==> src/rtl/dram_pkg.sv <==
// rtl/dram_pkg.sv - shared constants, state encoding and lane types for the DRAM batcher
//
// Purpose: lane geometry, the DRAM latency the issue gap is derived from, the
// batcher state encoding, lane typedefs and a helper that turns a lane count
// into a contiguous lane mask.
package dram_pkg;

  localparam int NUM_LANES        = 8;
  localparam int ADDR_W           = 64;
  localparam int DATA_W           = 8;
  localparam int DRAM_WAIT_CYCLES = 20;
  localparam int LANE_IDX_W       = $clog2(NUM_LANES);
  localparam int CNT_W            = LANE_IDX_W + 1;

  typedef enum logic [2:0] {
    COLLECT = 3'd0,
    ISSUE   = 3'd1,
    WAIT_RD = 3'd2,
    WAIT_WR = 3'd3,
    DRAIN   = 3'd4
  } state_e;

  typedef logic [ADDR_W-1:0]     addr_t;
  typedef logic [DATA_W-1:0]     data_t;
  typedef logic [CNT_W-1:0]      cnt_t;
  typedef logic [LANE_IDX_W-1:0] lane_idx_t;
  typedef addr_t [NUM_LANES-1:0] lane_addr_t;
  typedef data_t [NUM_LANES-1:0] lane_data_t;

  // Lanes 0..n-1 set; n == NUM_LANES gives all ones.
  function automatic logic [NUM_LANES-1:0] count_mask(input cnt_t n);
    logic [NUM_LANES-1:0] m;
    for (int i = 0; i < NUM_LANES; i++) m[i] = (CNT_W'(i) < n);
    return m;
  endfunction

endpackage

==> src/rtl/dram_batcher_if.sv <==
// rtl/dram_batcher_if.sv - client-side request/response bundle of the DRAM batcher
//
// Purpose: byte-request handshake, flush, read-data handshake and write-commit pulse.
// master: the client (drives req_*, flush, rsp_ready).
// slave : the batcher (drives req_ready, rsp_valid, rsp_data, wr_done).
interface dram_batcher_if;
  import dram_pkg::*;

  logic  req_valid;
  logic  req_ready;
  logic  req_rdwr;
  addr_t req_addr;
  data_t req_wdata;
  logic  flush;
  logic  rsp_valid;
  logic  rsp_ready;
  data_t rsp_data;
  logic  wr_done;

  modport master (
    output req_valid, req_rdwr, req_addr, req_wdata, flush, rsp_ready,
    input  req_ready, rsp_valid, rsp_data, wr_done
  );

  modport slave (
    input  req_valid, req_rdwr, req_addr, req_wdata, flush, rsp_ready,
    output req_ready, rsp_valid, rsp_data, wr_done
  );
endinterface

==> src/rtl/dram_lane_buf.sv <==
// rtl/dram_lane_buf.sv - 8-entry lane storage for one DRAM batch
//
// Purpose: holds address/data per lane.
// Ports: clk; wr_en/wr_idx/wr_addr/wr_data write one lane from a client request;
// ld_mask/ld_data overwrite the data of masked lanes with DRAM read data;
// rd_idx/rd_data read one lane's data; lane_addr/lane_data expose every lane.
module dram_lane_buf
  import dram_pkg::*;
(
  input  logic                 clk,
  input  logic                 wr_en,
  input  lane_idx_t            wr_idx,
  input  addr_t                wr_addr,
  input  data_t                wr_data,
  input  logic [NUM_LANES-1:0] ld_mask,
  input  lane_data_t           ld_data,
  input  lane_idx_t            rd_idx,
  output data_t                rd_data,
  output lane_addr_t           lane_addr,
  output lane_data_t           lane_data
);

  lane_addr_t addr_q;
  lane_data_t data_q;

  // No reset: contents are only meaningful below the batcher's lane count,
  // which reset clears.
  always_ff @(posedge clk) begin
    if (wr_en) begin
      addr_q[wr_idx] <= wr_addr;
      data_q[wr_idx] <= wr_data;
    end
    for (int i = 0; i < NUM_LANES; i++) begin
      if (ld_mask[i]) data_q[i] <= ld_data[i];
    end
  end

  assign rd_data   = data_q[rd_idx];
  assign lane_addr = addr_q;
  assign lane_data = data_q;

endmodule

==> src/rtl/dram_batcher.sv <==
// rtl/dram_batcher.sv - groups client byte requests into 8-lane DRAM batches
//
// Purpose: collects same-type requests into lanes, issues them as one dram_en
// pulse (respecting a minimum issue gap), returns read bytes in request order
// and signals write commit.
// Ports: clk, reset (sync, active-high); cli (dram_batcher_if.slave) client
// side; dram_en/dram_rdwr/dram_addr/dram_data_in to the DRAM;
// dram_data_out/dram_valid from the DRAM.
module dram_batcher
  import dram_pkg::*;
#(
  parameter int FLUSH_TIMEOUT = 8,
  parameter int ISSUE_GAP     = DRAM_WAIT_CYCLES + 2
) (
  input  logic                 clk,
  input  logic                 reset,
  dram_batcher_if.slave        cli,
  output logic [NUM_LANES-1:0] dram_en,
  output logic                 dram_rdwr,
  output lane_addr_t           dram_addr,
  output lane_data_t           dram_data_in,
  input  lane_data_t           dram_data_out,
  input  logic [NUM_LANES-1:0] dram_valid
);

  localparam logic [2:0] S_COLLECT = COLLECT;
  localparam logic [2:0] S_ISSUE   = ISSUE;
  localparam logic [2:0] S_WAIT_RD = WAIT_RD;
  localparam logic [2:0] S_WAIT_WR = WAIT_WR;
  localparam logic [2:0] S_DRAIN   = DRAIN;

  localparam int TW = $clog2(FLUSH_TIMEOUT + 1);
  localparam int GW = $clog2(ISSUE_GAP + 1);
  localparam logic [TW-1:0] TMO_MAX = TW'(FLUSH_TIMEOUT);
  localparam logic [GW-1:0] GAP_MAX = GW'(ISSUE_GAP);
  localparam logic [GW-1:0] WR_LAST = GW'(ISSUE_GAP - 1);
  localparam cnt_t          FULL    = CNT_W'(NUM_LANES);

  logic [2:0]           state_q;
  cnt_t                 count_q;
  logic                 batch_type_q;
  logic [TW-1:0]        tmo_q;
  logic [GW-1:0]        gap_q;
  logic [GW-1:0]        wait_q;
  lane_idx_t            rd_idx_q;

  logic [NUM_LANES-1:0] lane_mask;
  logic                 in_collect, timeout, type_ok, accept, go_issue;
  logic                 gap_ok, issue_fire, rd_cap, wr_fin, rsp_fire, last_rsp;
  data_t                rd_data;
  lane_addr_t           lane_addr;
  lane_data_t           lane_data;

  assign lane_mask  = count_mask(count_q);
  assign in_collect = (state_q == S_COLLECT);
  assign timeout    = in_collect && (count_q != '0) && (tmo_q >= TMO_MAX);
  assign type_ok    = (count_q == '0) || (cli.req_rdwr == batch_type_q);
  assign cli.req_ready = in_collect && (count_q < FULL) && type_ok && !cli.flush && !timeout;
  assign accept     = cli.req_valid && cli.req_ready;

  // An opposite-type request closes the current batch so types never mix.
  assign go_issue = in_collect && (count_q != '0) &&
                    ((count_q == FULL) || cli.flush || timeout ||
                     (cli.req_valid && (cli.req_rdwr != batch_type_q)));

  assign gap_ok     = (gap_q >= GAP_MAX);
  assign issue_fire = (state_q == S_ISSUE) && gap_ok;
  assign rd_cap     = (state_q == S_WAIT_RD) && (dram_valid != '0);
  assign wr_fin     = (state_q == S_WAIT_WR) && (wait_q == WR_LAST);
  assign rsp_fire   = (state_q == S_DRAIN) && cli.rsp_ready;
  assign last_rsp   = ({1'b0, rd_idx_q} == (count_q - 1'b1));

  assign dram_en       = issue_fire ? lane_mask : '0;
  assign dram_rdwr     = batch_type_q;
  assign cli.rsp_valid = (state_q == S_DRAIN);
  assign cli.rsp_data  = (state_q == S_DRAIN) ? rd_data : '0;
  assign cli.wr_done   = wr_fin;

  always_comb begin
    dram_addr    = '0;
    dram_data_in = '0;
    for (int i = 0; i < NUM_LANES; i++) begin
      if (lane_mask[i]) begin
        dram_addr[i]    = lane_addr[i];
        dram_data_in[i] = lane_data[i];
      end
    end
  end

  dram_lane_buf u_lanes (
    .clk       (clk),
    .wr_en     (accept),
    .wr_idx    (count_q[LANE_IDX_W-1:0]),
    .wr_addr   (cli.req_addr),
    .wr_data   (cli.req_wdata),
    .ld_mask   (rd_cap ? lane_mask : '0),
    .ld_data   (dram_data_out),
    .rd_idx    (rd_idx_q),
    .rd_data   (rd_data),
    .lane_addr (lane_addr),
    .lane_data (lane_data)
  );

  always_ff @(posedge clk) begin
    if (reset) begin
      state_q      <= S_COLLECT;
      count_q      <= '0;
      batch_type_q <= 1'b1;
      tmo_q        <= '0;
      gap_q        <= GAP_MAX;
      wait_q       <= '0;
      rd_idx_q     <= '0;
    end else begin
      if (issue_fire)   gap_q <= '0;
      else if (!gap_ok) gap_q <= gap_q + 1'b1;

      case (state_q)
        S_COLLECT: begin
          if (accept) begin
            if (count_q == '0) batch_type_q <= cli.req_rdwr;
            count_q <= count_q + 1'b1;
            tmo_q   <= '0;
          end else if (go_issue) begin
            state_q <= S_ISSUE;
            tmo_q   <= '0;
          end else if ((count_q != '0) && !timeout) begin
            tmo_q <= tmo_q + 1'b1;
          end
        end
        S_ISSUE: begin
          if (issue_fire) begin
            state_q <= batch_type_q ? S_WAIT_RD : S_WAIT_WR;
            wait_q  <= '0;
          end
        end
        S_WAIT_RD: begin
          if (rd_cap) begin
            state_q  <= S_DRAIN;
            rd_idx_q <= '0;
          end
        end
        S_WAIT_WR: begin
          if (wr_fin) begin
            state_q <= S_COLLECT;
            count_q <= '0;
          end else begin
            wait_q <= wait_q + 1'b1;
          end
        end
        S_DRAIN: begin
          if (rsp_fire) begin
            if (last_rsp) begin
              state_q <= S_COLLECT;
              count_q <= '0;
            end else begin
              rd_idx_q <= rd_idx_q + 1'b1;
            end
          end
        end
        default: state_q <= S_COLLECT;
      endcase
    end
  end

endmodule

==> src/flat_wrapper.sv <==
// flat-port wrapper written by rule: the top's interface ports become plain ports
module dram_batcher_flat import dram_pkg::*;
#(
  parameter int FLUSH_TIMEOUT = 8,
  parameter int ISSUE_GAP     = DRAM_WAIT_CYCLES + 2
)
  (clk, reset, dram_en, dram_rdwr, dram_addr, dram_data_in, dram_data_out, dram_valid, cli_req_valid, cli_req_rdwr, cli_req_addr, cli_req_wdata, cli_flush, cli_rsp_ready, cli_req_ready, cli_rsp_valid, cli_rsp_data, cli_wr_done);
  dram_batcher_if cli_i ();
  input  logic clk;
  input  logic reset;
  output logic [NUM_LANES-1:0] dram_en;
  output logic dram_rdwr;
  output lane_addr_t dram_addr;
  output lane_data_t dram_data_in;
  input  lane_data_t dram_data_out;
  input  logic [NUM_LANES-1:0] dram_valid;
  input wire logic [$bits(cli_i.req_valid)-1:0] cli_req_valid;
  input wire logic [$bits(cli_i.req_rdwr)-1:0] cli_req_rdwr;
  input wire logic [$bits(cli_i.req_addr)-1:0] cli_req_addr;
  input wire logic [$bits(cli_i.req_wdata)-1:0] cli_req_wdata;
  input wire logic [$bits(cli_i.flush)-1:0] cli_flush;
  input wire logic [$bits(cli_i.rsp_ready)-1:0] cli_rsp_ready;
  output wire logic [$bits(cli_i.req_ready)-1:0] cli_req_ready;
  output wire logic [$bits(cli_i.rsp_valid)-1:0] cli_rsp_valid;
  output wire logic [$bits(cli_i.rsp_data)-1:0] cli_rsp_data;
  output wire logic [$bits(cli_i.wr_done)-1:0] cli_wr_done;
  assign cli_i.req_valid = cli_req_valid;
  assign cli_i.req_rdwr = cli_req_rdwr;
  assign cli_i.req_addr = cli_req_addr;
  assign cli_i.req_wdata = cli_req_wdata;
  assign cli_i.flush = cli_flush;
  assign cli_i.rsp_ready = cli_rsp_ready;
  assign cli_req_ready = cli_i.req_ready;
  assign cli_rsp_valid = cli_i.rsp_valid;
  assign cli_rsp_data = cli_i.rsp_data;
  assign cli_wr_done = cli_i.wr_done;
  dram_batcher #(.FLUSH_TIMEOUT(FLUSH_TIMEOUT), .ISSUE_GAP(ISSUE_GAP)) u_core (.clk(clk), .reset(reset), .cli(cli_i), .dram_en(dram_en), .dram_rdwr(dram_rdwr), .dram_addr(dram_addr), .dram_data_in(dram_data_in), .dram_data_out(dram_data_out), .dram_valid(dram_valid));
endmodule
==> config.mk <==
export PLATFORM = sky130hd
export DESIGN_NAME = dram_batcher_flat
export DESIGN_NICKNAME = d
export VERILOG_FILES = /design/src/rtl/dram_pkg.sv /design/src/rtl/dram_batcher_if.sv /design/src/rtl/dram_lane_buf.sv /design/src/rtl/dram_batcher.sv /design/src/flat_wrapper.sv
export SDC_FILE = /design/constraint.sdc
export NUM_CORES = 1
export LEC_CHECK = 0
export ABC_AREA = 1
export BUFFER_PORTS_ARGS = -buffer_cell sky130_fd_sc_hd__buf_2
export CAP_MARGIN = 20
export CORE_MARGIN = 2
export CORE_UTILIZATION = 25
export DETAILED_ROUTE_END_ITERATION = 12
export PLACE_DENSITY = 0.56
export SETUP_SLACK_MARGIN = 0.02
export SYNTH_ARGS = -nofsm -noshare
export SYNTH_HDL_FRONTEND = slang
export SYNTH_SLANG_ARGS = --single-unit
==> constraint.sdc <==
create_clock -name clk -period 9.38 [get_ports clk]
set_input_delay 0.938 -clock clk [delete_from_list [all_inputs] [get_ports clk]]
set_output_delay 0.938 -clock clk [all_outputs]
set_load 0.005 [all_outputs]
== Word level (Yosys, flattened, before mapping) ==
Index checks and enable logic that the tools add are counted.

* Memory bits (read-only): 0
* Bits in latches: 0
* Output and inout port bits: 596
* Memories: 0
* Register bits: 601
* RAM bits: 0

* Multiply operators: 0
* Equality and inequality tests: 20
* Shift-type cells: 0
* Muxes and demuxes: 62
* Add/sub/neg operators: 6
* $lt $le $gt $ge: 14
* Bitwise logic cells: 0
* Reductions and logical operators: 44
* Divide/modulo/power cells: 0

{| class="wikitable"
|+ Operators with widths
! cell !! number
|-
| 64-bit two-way mux || 10
|-
| 512-bit bitwise mux || 1
|-
| 64-bit demux with 3-bit select || 1
|-
| 8-bit two-way mux || 21
|-
| 64-bit bitwise mux || 1
|-
| 3-bit two-way mux || 10
|-
| 4-bit two-way mux || 7
|-
| 8-bit binary-select mux with 3-bit select || 1
|-
| 8-bit demux with 3-bit select || 1
|-
| 5-bit two-way mux || 4
|-
| 2-bit nonzero test || 10
|-
| 3-bit by 4-bit less-than comparator with 1-bit output, first input constant || 4
|-
| 1-bit logical AND || 15
|-
| 3-bit one-hot mux with 5 select lines || 1
|-
| 2-bit inequality test, second input constant || 7
|-
| 4-bit one-hot mux with 3 select lines || 1
|-
| 5-bit by 1-bit adder with 5-bit output, second input constant || 2
|-
| 5-bit one-hot mux with 2 select lines || 1
|-
| 4-bit by 1-bit adder with 4-bit output, second input constant || 2
|-
| 1-bit by 4-bit less-than comparator with 1-bit output, first input constant || 2
|-
| 2-bit by 4-bit less-than comparator with 1-bit output, first input constant || 2
|-
| 3-bit by 4-bit less-than comparator with 1-bit output, second input constant || 2
|-
| 2-bit by 1-bit inequality test with 1-bit output, second input constant || 4
|-
| 8-bit nonzero test || 1
|-
| 28 further kinds || 35
|}

== Logic depth before layout (Yosys ltp) ==
Gate-level depths: netlist of run 1.

* Depth in word-level cells: 9
* Depth in mapped cells: 16
* Gate-level depth less buffers: 15

== By module ==
Synthesis of run 1 repeated with hierarchy kept, for this count alone.

* Cells, all modules: 2,563
* Area total of the unflattened synthesis: 25,733.4 µm²

{| class="wikitable"
|+ By module, submodules not included
! module !! times used !! cells an instance !! seq. area each (µm²) !! area an instance (µm²)
|-
| dram_lane_buf || 1 || 1,038 || 17,296.6 || 19,214.7
|-
| dram_batcher || 1 || 1,525 || 500.5 || 6,518.8
|}

== Worst setup path before layout of run 1 ==
No wires, ideal clock.

* Kind: input port to flip-flop
* Start point: input port cli_flush
* End point: register u_core.u_lanes.addr_q, in the netlist u_core.u_lanes.lane_addr[0] (enable)
* Stages on the path: 6
* Setup time: 0.487 ns
* Buffers on the path: 2
* Slack: 4.467 ns
* Data arrival time: 4.426 ns
* Cells stage by stage: or2_1 nor2_2 nand4_4 buf_6 buf_6 nor2_1

* Longest elaborated chain between the ends: 4

{| class="wikitable"
|+ RTL lines
! item !! RTL line !! RTL
|-
| start, declared || flat_wrapper.sv:21 || <nowiki>input wire logic [$bits(cli_i.flush)-1:0] cli_flush;</nowiki>
|-
| 1-bit zero test || dram_batcher.sv:58 || <nowiki>assign cli.req_ready = in_collect && (count_q < FULL) && type_ok && !cli.flush && !timeout;</nowiki>
|-
| 1-bit logical AND (2 in series) || dram_batcher.sv:58 ||
|-
| 1-bit logical AND || dram_batcher.sv:59 || <nowiki>assign accept = cli.req_valid && cli.req_ready;</nowiki>
|-
| end signal, assigned by index || dram_lane_buf.sv:30 || <nowiki>addr_q[wr_idx] <= wr_addr;</nowiki>
|-
| end, declared || dram_lane_buf.sv:23 || <nowiki>lane_addr_t addr_q;</nowiki>
|}

Every way passes these cells.
A chain may end at the register's enable or synchronous reset.

==> summary.txt, run 1 <==
Status
  • Status: finished, final reports clean

Power
  • Pwr Density: about 250 nW/µm²
  • Leakage Power: approximately 16 nW
  • Sequential fraction of design power: 39.3%
  • Net switching power figure: 2.74 mW
  • Switching Fraction: between 30% and 40%
  • Gate power share: approximately 28%
  • P_int: approximately 5.4 mW
  • Max rail drop VDD: ~0.00021 V
  • Clock share of power: 32.6%

Timing
  • Worst slew pin tran: about 1.1 ns
  • Pins Over Slew Limit: 0
  • Final setup viols: 0
  • Tcrit/Tclk final: between 40% and 50%
  • Clock Skew: 0.0184 ns
  • Post-layout min period: around 4.5 ns
  • Sum Neg Setup Slack: 0 ns
  • Slew margin rel.: roughly 24%
  • Final Hold Viols: 0
  • Maximum clock rate: 225 MHz
  • Unrepaired setup endpoints after global routing: no

Finish
  • Fin nets: between 3000 and 4000
  • Leading cell types in the layout, fill and taps excluded: buf_2, inv_1, edfxtp_1, nor2_1, nand2_1
  • Area Growth Syn to Fin: 29.5%
  • Proportion of layout cells with a drive suffix above 1: approximately 29%
  • Design area: approximately 33000 µm²
  • Most common cell after layout, fill and taps aside: buf_2

CTS
  • Postcts setup bufs: 0
  • CTS tree: done
  • Clock Sink Count: around 600
  • Clock-pin slew on the worst setup and hold paths: 0.06 ns
  • Number of buffers created by CTS: 68
  • Clock buffer depth: 3
  • Clock Latency Late Sink: ~0.61 ns
  • H-tree depth: 3
  • Clock root buffer master: clkbuf_16
  • CTS Hold Bufs: 0
  • Resized cells post-CTS: 0

Global route
  • Total gr overflow: 0
  • Total GRT Usage: 16.2%
  • Number of global-route vias before repair: 18300
  • Pin count of the biggest net entering global routing: 74
  • Initial antenna violation count: 7
  • First-pass GRT wire length: 123000 µm

Synthesis
  • Warnings from Yosys: 0
  • Largest area contributor in the netlist: edfxtp_1
  • Seq/Total Area, Yosys: around 70%
  • Synth top area share: between 60% and 70%
  • Synthesized area: approximately 25000 µm²
  • Synthesized netlist net count: about 2600
  • #FFs+latches synth: 601
  • Syn_area_per_cell: ~10 µm²
  • Main flop type after synthesis: edfxtp_1
  • Cells after synthesis: roughly 2400
  • Post-synth EDFFs: around 580
  • Post-synth ARST share: 0%
  • Synth unique cells: 43
  • Synth area leaders: edfxtp_1, inv_1, nor2_1

Setup path
  • Data required time at the worst endpoint: 8.44 ns
  • CP arrival: 3.52 ns
  • R2R Path Start: u_core.count_q[3]
  • Max FO, Critical Path: 57
  • Crit. End Element: output port
  • FF-to-FF End: u_core.u_lanes.lane_addr[259]
  • Reg2reg path depth: 7
  • Crit-path slowest cell: buf_4
  • Crit Path Category: flip-flop to output port
  • Crit start category: flip-flop
  • Delay-heaviest family, CP: buffers and inverters
  • Max incr delay on CP: about 0.76 ns
  • FF-to-FF setup slack: ~5.3 ns
  • Crit path buf inv count: 4
  • Cells along the critical path: nor2_4 > buf_4 > inv_1 > nor2_4 > buf_4 > nor2_1 > buf_2

Routing
  • Routed length per placed instance: between 15 and 20 µm
  • Routed wire length: 87700 µm
  • DRT Pass-1 Iters: 5
  • Post-route DRC: 0
  • Via Count: roughly 19000
  • Iter 0 DRT Violations: 1376
  • Post-route ant nets: 0
  • Vias per Instance: 4.11

Hold path
  • Origin of the worst min-delay path: u_core.tmo_q[2]
  • Hold Path Cell Cnt: 2
  • Min-Delay Endpoint: u_core.tmo_q[2]
  • Worst hold path class: flip-flop to flip-flop

Place
  • GP Congestion: between 0.8 and 0.9
  • Post-place instance area: about 30000 µm²
  • Post-DP HPWL: approximately 62000 µm
  • Port buffer count: between 700 and 800

Die
  • Initial Utilization: 25.1%
  • Cell Rows: 117
  • Die X: roughly 320 µm
  • Core area: slightly above 100000 µm²
  • Die area: around 100000 µm²
  • Die Ht: ~320 µm
  • Io pins: about 750

Job
  • Max cap viols: 0
[cell type report]
type                       instances  area [µm²]
timing repair buffer             772        3940
tap                             1368        1710
inverter                         693        2610
multi-input combinational       1033        4680
fill                           10600       68400
antenna                            1        2.50
clock buffer                      86        1800
clock inverter                    34         407
sequential                       601       17800
[Yosys cell counts (4+ instances only)]
cell        n
a31oi_1     9
nor2_2      4
buf_1      13
o21ai_1    14
clkbuf_1   49
inv_2      12
nand3_2     6
a21oi_1    45
dfxtp_1    25
nor2_4      4
nand2_1   150
buf_6       4
ha_1       11
nand3_1    94
edfxtp_1  576
nand2_2     7
buf_2      28
inv_1     677
nand4_1     6
nor3_2      5
o21ai_0    94
nor2_1    556
[logic make-up (layout without fill, tap and decap cells)]
group / Yosys count / in the layout / share of synthesized area, %
buf+inv: 791 / 1585 / 12.0
simple gates: 846 / 846 / 13.8
other cells: 0 / 1 / 0
xor+xnor: 4 / 4 / 0.138
flops: 601 / 601 / 69.9
compound gates: 172 / 172 / 3.57
fa+ha+maj: 11 / 11 / 0.541
[registers in the layout, indices dropped and copies added (netlist names)]
register                  cells
u_core.u_lanes.lane_addr    512
u_core.u_lanes.lane_data     64
u_core.gap_q                  5
u_core.wait_q                 5
u_core.count_q                4
u_core.tmo_q                  4
u_core.rd_idx_q               3
u_core.state_q                3
u_core.dram_rdwr              1
[tightest hold or removal path, delay by kind of cell (launching register included)]
| family | cells | cell delay [ns] |
|---|---|---|
| flops | 1 | 0.33 |
| simple gates | 1 | 0.07 |
| compound gates | 1 | 0.05 |
[how the worst max path moves through the flow]
stage	from	depth (start not counted)	end
floorplan	cli_flush	6	u_core.u_lanes.lane_addr[0]
global placement	u_core.count_q[3]	7	u_core.u_lanes.lane_addr[433]
detailed placement	u_core.count_q[3]	7	u_core.u_lanes.lane_addr[259]
CTS	u_core.count_q[3]	7	dram_addr[166]
global route	u_core.count_q[3]	7	dram_addr[167]
finish	u_core.count_q[3]	7	dram_addr[166]
[layer usage]
layer | vias up | GRT usage (%) | routed length [µm]
li1 | 8978 | - | -
met1 | 9010 | 19.9 | 35600
met2 | 720 | 27.8 | 43200
met3 | 139 | 4.13 | 6330
met4 | 4 | 5.19 | 2470
met5 | - | 0 | 27
[stage by stage]
step | std cells | setup WS, ns | hold slack [ns] | utilization, % | power [mW]
3_5_place_dp | 4465 | 5.15 | 0.487 | 30.3 | 5.60
2_1_floorplan | 2425 | 4.47 | 0.440 | - | 4.39
4_1_cts | 4585 | 4.74 | 0.496 | 32.5 | 8.30
5_1_grt | 4587 | 4.59 | 0.520 | 32.5 | 8.61
6_report | 4588 | 4.93 | 0.494 | 32.5 | 8.19
3_3_place_gp | 4464 | 5.20 | 0.480 | 30.3 | 5.59
[power by group through the flow]
stage / Sequential (mW) / Clock (mW) / Combinational (mW)
2_1_floorplan: 3.22 / 0 / 1.17
3_3_place_gp: 3.27 / 0 / 2.31
3_5_place_dp: 3.28 / 0 / 2.33
4_1_cts: 3.22 / 2.74 / 2.34
5_1_grt: 3.24 / 2.83 / 2.54
6_report: 3.22 / 2.67 / 2.30
No activity file was read; power rests on OpenSTA's default activity.
==> run 2, diff against run 1 <==
--- a/config.mk
+++ b/config.mk
@@ -5,13 +5,13 @@
 export SDC_FILE = /design/constraint.sdc
 export NUM_CORES = 1
 export LEC_CHECK = 0
-export ABC_AREA = 1
+export ABC_AREA = 0
 export BUFFER_PORTS_ARGS = -buffer_cell sky130_fd_sc_hd__buf_2
 export CAP_MARGIN = 20
 export CORE_MARGIN = 2
 export CORE_UTILIZATION = 25
 export DETAILED_ROUTE_END_ITERATION = 12
-export PLACE_DENSITY = 0.56
+export PLACE_DENSITY = 0.57
 export SETUP_SLACK_MARGIN = 0.02
 export SYNTH_ARGS = -nofsm -noshare
 export SYNTH_HDL_FRONTEND = slang
==> constraint.sdc (replaced) <==
create_clock -name clk -period 3.58 [get_ports clk]
set_input_delay 0.358 -clock clk [delete_from_list [all_inputs] [get_ports clk]]
set_output_delay 0.358 -clock clk [all_outputs]
set_load 0.005 [all_outputs]
==> run 2 against run 1 <==
First-iteration DRC count is 19% lower. Largest power group unchanged. Synthesized cell count shrank 30%. Clock power grew to 2.5 times the previous value. Global-route usage increased by 0.54 points. Clock skew is 0.0096 ns lower. Power up 130%. Worst hold slack worse by 0.44 ns. Non-clock buffer count is 80 higher.
==> summary.txt, run 2 <==
Setup path
  • FF-to-FF End: u_core.tmo_q[2]
  • Crit. End Element: output port
  • FF-to-FF setup slack: approximately 0.64 ns
  • Crit start category: flip-flop
  • Max FO, Critical Path: 75
  • Reg2reg path depth: 7
  • Crit Path Category: flip-flop to output port
  • R2R Path Start: u_core.count_q[1]
  • Data required time at the worst endpoint: 3.22 ns
  • CP arrival: a little under 3 ns

Hold path
  • Hold Path Cell Cnt: 1
  • Origin of the worst min-delay path: cli_req_addr[20]
  • Worst hold path class: primary input to flip-flop
  • Min-Delay Endpoint: u_core.u_lanes.lane_addr[276]

Global route
  • Met2 GRT Util: approximately 28%
  • Number of global-route vias before repair: 16300
  • Initial antenna violation count: 6
  • Gr busiest metal: met2
  • Global Route met1 Usage: 21.1%
  • Grt met3 use: between 3 and 4%
  • Total GRT Usage: about 17%
  • Pin count of the biggest net entering global routing: 76
  • First-pass GRT wire length: ~120000 µm
  • Total gr overflow: 0

Die
  • Die Ht: 316 µm
  • Die X: 316 µm
  • Cell Rows: approximately 110
  • Io pins: between 700 and 800
  • Die area: around 100000 µm²
  • Core area: between 90000 and 100000 µm²
  • Initial Utilization: approximately a quarter

Power
  • Pwr Density: about 580 nW/µm²
  • Max rail drop VDD: roughly 0.00055 V
  • Leakage Power: 12.7 nW

CTS
  • Postcts setup bufs: 0
  • Clock Sink Count: around 600
  • CTS tree: done
  • Clock buffer depth: 3
  • Number of buffers created by CTS: between 60 and 70
  • Resized cells post-CTS: 0
  • CTS Hold Bufs: 64
  • H-tree depth: 3
  • Clock Latency Late Sink: just over 0.6 ns
  • Clock-pin slew on the worst setup and hold paths: roughly 0.06 ns
  • Clock root buffer master: clkbuf_16

Timing
  • Pins Over Slew Limit: 0
  • Tcrit/Tclk final: 93.0%
  • Clock Skew: 0.00880 ns
  • Maximum clock rate: about 300 MHz
  • Sum Neg Setup Slack: 0 ns
  • Worst slew pin tran: around 1.1 ns
  • Unrepaired setup endpoints after global routing: no
  • Final setup viols: 0
  • Final Hold Viols: 0
  • Slew margin rel.: between 20% and 30%
  • Post-layout min period: around 3.3 ns

Routing
  • Via Count: approximately 17000
  • Post-route ant nets: 0
  • Routed length per placed instance: roughly 23 µm
  • Routed wire length: just under 90000 µm
  • DRT Pass-1 Iters: 5
  • Post-route DRC: 0
  • Iter 0 DRT Violations: between 1000 and 1500
  • Vias per Instance: roughly 4.3

Synthesis
  • Synth area leaders: edfxtp_1, nor2b_1, and2_1
  • Synth cell count leaders: edfxtp_1, nor2b_1, nand2_1
  • Synth unique cells: between 40 and 50
  • Seq/Total Area, Yosys: roughly three quarters
  • Warnings from Yosys: 0
  • Post-synth EDFFs: ~580
  • Synth top area share: 71.2%
  • Main flop type after synthesis: edfxtp_1
  • Synthesized netlist net count: ~1900
  • Post-synth ARST share: 0%
  • #FFs+latches synth: around 600
  • Most common cell in the netlist: edfxtp_1
  • Cells after synthesis: around 1700
  • Syn_area_per_cell: 14.2 µm²
  • Largest area contributor in the netlist: edfxtp_1
  • Synthesized area: around 24000 µm²

Place
  • GP Congestion: 0.827
  • Post-place instance area: around 30000 µm²
  • Port buffer count: 745
  • Post-DP HPWL: 59400 µm

Finish
  • Filler instances: between 9000 and 10000
  • Area Growth Syn to Fin: 34.3%
  • Proportion of layout cells with a drive suffix above 1: around 36%
  • Fin nets: around 2700
  • Design area: approximately 33000 µm²
  • Largest register FFs: a little over 500
  • Leading cell types in the layout, fill and taps excluded: buf_2, edfxtp_1, nor2b_1, nand2_1, and2_1
  • Most common cell after layout, fill and taps aside: buf_2

Job
  • Max cap viols: 0

Status
  • Status: finished, final reports clean
## run 2: cell type report
| type | instances | area (µm²) | share of cell area [%] |
|---|---|---|---|
| antenna | 1 | 2.50 | 0.00767 |
| clock buffer | 86 | 1830 | 5.62 |
| clock inverter | 34 | 270 | 0.829 |
| inverter | 10 | 45.0 | 0.138 |
| multi-input combinational | 996 | 6210 | 19.0 |
| sequential | 601 | 17800 | 54.6 |
| tap | 1276 | 1600 | 4.89 |
| timing repair buffer | 852 | 4850 | 14.9 |
## run 2: worst max-delay path, cell delays in order, from the launching register on
cell and delay, ns:
dfxtp_1 0.64, inv_4 0.12, ha_4 0.19, or3b_4 0.24, buf_4 0.72, and2_1 0.24, buf_2 0.12
## run 2: power by group
group	switching [mW]	leakage [nW]	internal, mW
Sequential	0.164	5.38	8.04
Clock	2.83	1.03	3.85
Combinational	2.50	6.31	1.45
## run 2: how the worst max path moves through the flow
stage	to	cells past startpoint	start	slack, ns
5_1_grt	dram_addr[45]	6	u_core.count_q[1]	0.13
4_1_cts	dram_addr[45]	6	u_core.count_q[1]	0.22
6_report	dram_addr[41]	6	u_core.count_q[1]	0.25
3_5_place_dp	u_core.tmo_q[2]	7	u_core.count_q[1]	0.67
3_3_place_gp	u_core.tmo_q[2]	7	u_core.count_q[1]	0.74
2_1_floorplan	u_core.u_lanes.lane_data[10]	8	u_core.count_q[0]	-0.18
## run 2: kinds of logic (layout without fill, tap and decap cells)
group	count (synthesis)	after routing	share of synthesized area (%)
AOI/OAI and AO/OA	98	98	2.32
xor gates and xnor gates	11	11	0.397
adders and majority gates	11	11	0.567
buffers and inverters	109	982	1.75
DFF	601	601	73.3
muxes	26	26	1.90
other	0	1	0
and+or+nand+nor	850	850	19.8
## run 2: through the flow
step	power, mW	hold slack, ns	std cells	util, %	worst slack [ns]
after floorplan	10.0	0.440	1706	-	-0.184
after global placement	12.3	0.472	3671	31.0	0.741
after detailed placement	12.3	0.479	3671	31.0	0.673
after CTS	19.1	0.000739	3855	33.8	0.221
after global routing	19.6	0.0269	3856	33.8	0.133
final	18.8	0.0535	3856	33.8	0.251
## run 2: layer usage
metal / vias up / share of wire (%)
met3: 124 / 7.0
met1: 8226 / 41
met2: 724 / 49
li1: 7569 / -
met5: - / 0
met4: 0 / 3.1
==> run 3, diff against run 2 <==
--- a/config.mk
+++ b/config.mk
@@ -8,10 +8,10 @@
 export ABC_AREA = 0
 export BUFFER_PORTS_ARGS = -buffer_cell sky130_fd_sc_hd__buf_2
 export CAP_MARGIN = 20
-export CORE_MARGIN = 2
-export CORE_UTILIZATION = 25
+export CORE_AREA = 2 2 291 293
 export DETAILED_ROUTE_END_ITERATION = 12
-export PLACE_DENSITY = 0.57
+export DIE_AREA = 0 0 293 295
+export PLACE_DENSITY = 0.63
 export SETUP_SLACK_MARGIN = 0.02
 export SYNTH_ARGS = -nofsm -noshare
 export SYNTH_HDL_FRONTEND = slang
==> run 3 against run 2 <==
Flip-flop and latch count unchanged. Routed wire length down 4.9%. Via count down 0.39%. Global-route usage up 1.6 points. Power up 0.42%. Clock skew up 0.013 ns. Setup slack better by 0.12 ns. Cell area down 1.6%. Critical path depth unchanged. Combinational power down 3%. Critical path type unchanged. Critical endpoint is now dram_addr[42]. Largest cell class unchanged. Highest routed layer unchanged.
==> summary.txt, run 3 (synthesized netlist as in run 2, its figures left out) <==
Status
  • Status: finished, final reports clean

CTS
  • Clock Latency Late Sink: ~0.61 ns
  • Clock-pin slew on the worst setup and hold paths: 0.06 ns
  • Number of buffers created by CTS: 67
  • Postcts setup bufs: 0
  • Clock root buffer master: clkbuf_16
  • CTS tree: done
  • Clock buffer depth: 3
  • Resized cells post-CTS: 0
  • Clock Sink Count: around 600
  • H-tree depth: 3

Hold path
  • Hold Path Cell Cnt: 1
  • Worst hold path class: primary input to flip-flop

Timing
  • Pins Over Slew Limit: 0
  • Final Hold Viols: 0
  • Clock Skew: 0.0219 ns
  • Post-layout min period: 3.21 ns
  • Final WS setup: approximately 0.37 ns
  • Slew margin rel.: between 30% and 40%
  • Tcrit/Tclk final: 89.7%
  • Hold slack: ~0.049 ns
  • Unrepaired setup endpoints after global routing: no
  • Maximum clock rate: 311 MHz
  • Worst slew pin tran: approximately 1 ns
  • Final setup viols: 0

Routing
  • Routed wire length: 83000 µm
  • Vias per Instance: roughly 4.6
  • Via Count: roughly 17000
  • Iter 0 DRT Violations: 973
  • Routed length per placed instance: between 20 and 25 µm
  • Post-route ant nets: 0
  • Post-route DRC: 0
  • DRT Pass-1 Iters: 5

Finish
  • Leading cell types in the layout, fill and taps excluded: buf_2, edfxtp_1, nor2b_1, nand2_1, and2_1
  • Non-filler cells, final: ~3600
  • Proportion of layout cells with a drive suffix above 1: between 30% and 40%
  • Fin util: 38.6%
  • Most common cell after layout, fill and taps aside: buf_2
  • Design area: around 32000 µm²
  • Fin nets: 2652
  • Area Growth Syn to Fin: 32.2%
  • Largest register FFs: slightly above 500

Setup path
  • Crit. End Element: output port
  • CP arrival: 2.85 ns
  • Critical Path Stages: 6
  • Crit Path Category: flip-flop to output port
  • Cells along the critical path: inv_4 > ha_4 > or3b_4 > buf_4 > and2_1 > buf_2
  • Max incr delay on CP: roughly 0.66 ns
  • Crit path buf inv count: 3
  • Delay-heaviest family, CP: buffers and inverters
  • Crit start category: flip-flop
  • Max FO, Critical Path: 75
  • Data required time at the worst endpoint: ~3.2 ns
  • Crit-path slowest cell: buf_4
  • Reg2reg path depth: 7

Job
  • Max cap viols: 0

Global route
  • Number of global-route vias before repair: between 15000 and 20000
  • Total gr overflow: 0
  • First-pass GRT wire length: about 120000 µm
  • Pin count of the biggest net entering global routing: between 70 and 80
  • Initial antenna violation count: 7
  • Total GRT Usage: about 18%
  • Global Route met1 Usage: 21.8%
  • Grt met3 use: roughly 4.5%
  • Met2 GRT Util: 32.3%
  • Gr busiest metal: met2

Die
  • Cell Rows: 106
  • Die Ht: around 300 µm
  • Initial Utilization: ~29%
  • Core area: between 80000 and 90000 µm²
  • Die area: between 80000 and 90000 µm²
  • Io pins: between 700 and 800
  • Die X: between 200 and 300 µm

Place
  • GP Congestion: roughly 0.84
  • Cells after DPL: approximately 3500
  • Post-place instance area: slightly below 30000 µm²
  • Port buffer count: around 750
  • Post-DP HPWL: between 50000 and 60000 µm
  • Place WS: 0.743 ns

Power
  • Leakage Power: approximately 13 nW
  • Pwr Density: approximately 590 nW/µm²
  • Max rail drop VDD: around 0.00049 V
[run 3: cell types whose count changed in the layout (fill, tap and decap cells not counted), sizes merged, moves of 2 or more]
cell	change
clkinv	+3
buf	-2
bufinv	+3
dlygate4sd3	-35
[run 3: final cells by class]
class	instances	area, µm²
antenna	2	5.00
clock buffer	85	1740
clock inverter	38	452
fill	7970	51100
inverter	10	45.0
multi-input combinational	996	6210
sequential	601	17800
tap	1080	1350
timing repair buffer	815	4490
[run 3: repair_timing]
action                     in CTS  in global routing
setup endpoints to repair       0                  0
hold endpoints to repair       50                  0
hold buffers                   29                  0
[run 3: path summary, 6_finish.rpt]
path                                        start                            end  slack, ns
worst min-delay path              cli_req_addr[4]  u_core.u_lanes.lane_addr[132]       0.05
worst min register to register    u_core.tmo_q[2]                u_core.tmo_q[2]       0.48
worst max register to register  u_core.count_q[1]                u_core.tmo_q[2]       0.73
worst max-delay path            u_core.count_q[1]                  dram_addr[42]       0.37
[run 3: layer usage]
metal  vias up  wire length, µm  part of all wire, %
li1       7502                -                    -
met3       155             6440                  7.8
met4         0             2810                  3.4
met5         -                0                    0
met1      8143            32000                   38
met2       778            41800                   50
[run 3: where the power goes]
group	internal (mW)	switching [mW]	leakage [nW]
Sequential	8.03	0.168	5.38
Combinational	1.40	2.42	6.15
Clock	3.96	2.93	1.07
Total	13.4	5.52	12.6
[run 3: per-stage QoR]
step,TNS [ns],power [mW]
after CTS,0,19.1
after floorplan,-4.88,10.0
after global routing,0,19.6
final,0,18.9
after detailed placement,0,12.2
after global placement,0,12.2
[run 3: worst reg2reg max path: stages (launching register included)]
cell and delay [ns]:
dfxtp_1 0.62, inv_4 0.11, ha_4 0.18, or3b_4 0.24, buf_4 0.66, nand3b_1 0.28
or4_1 0.53, a21oi_1 0.15
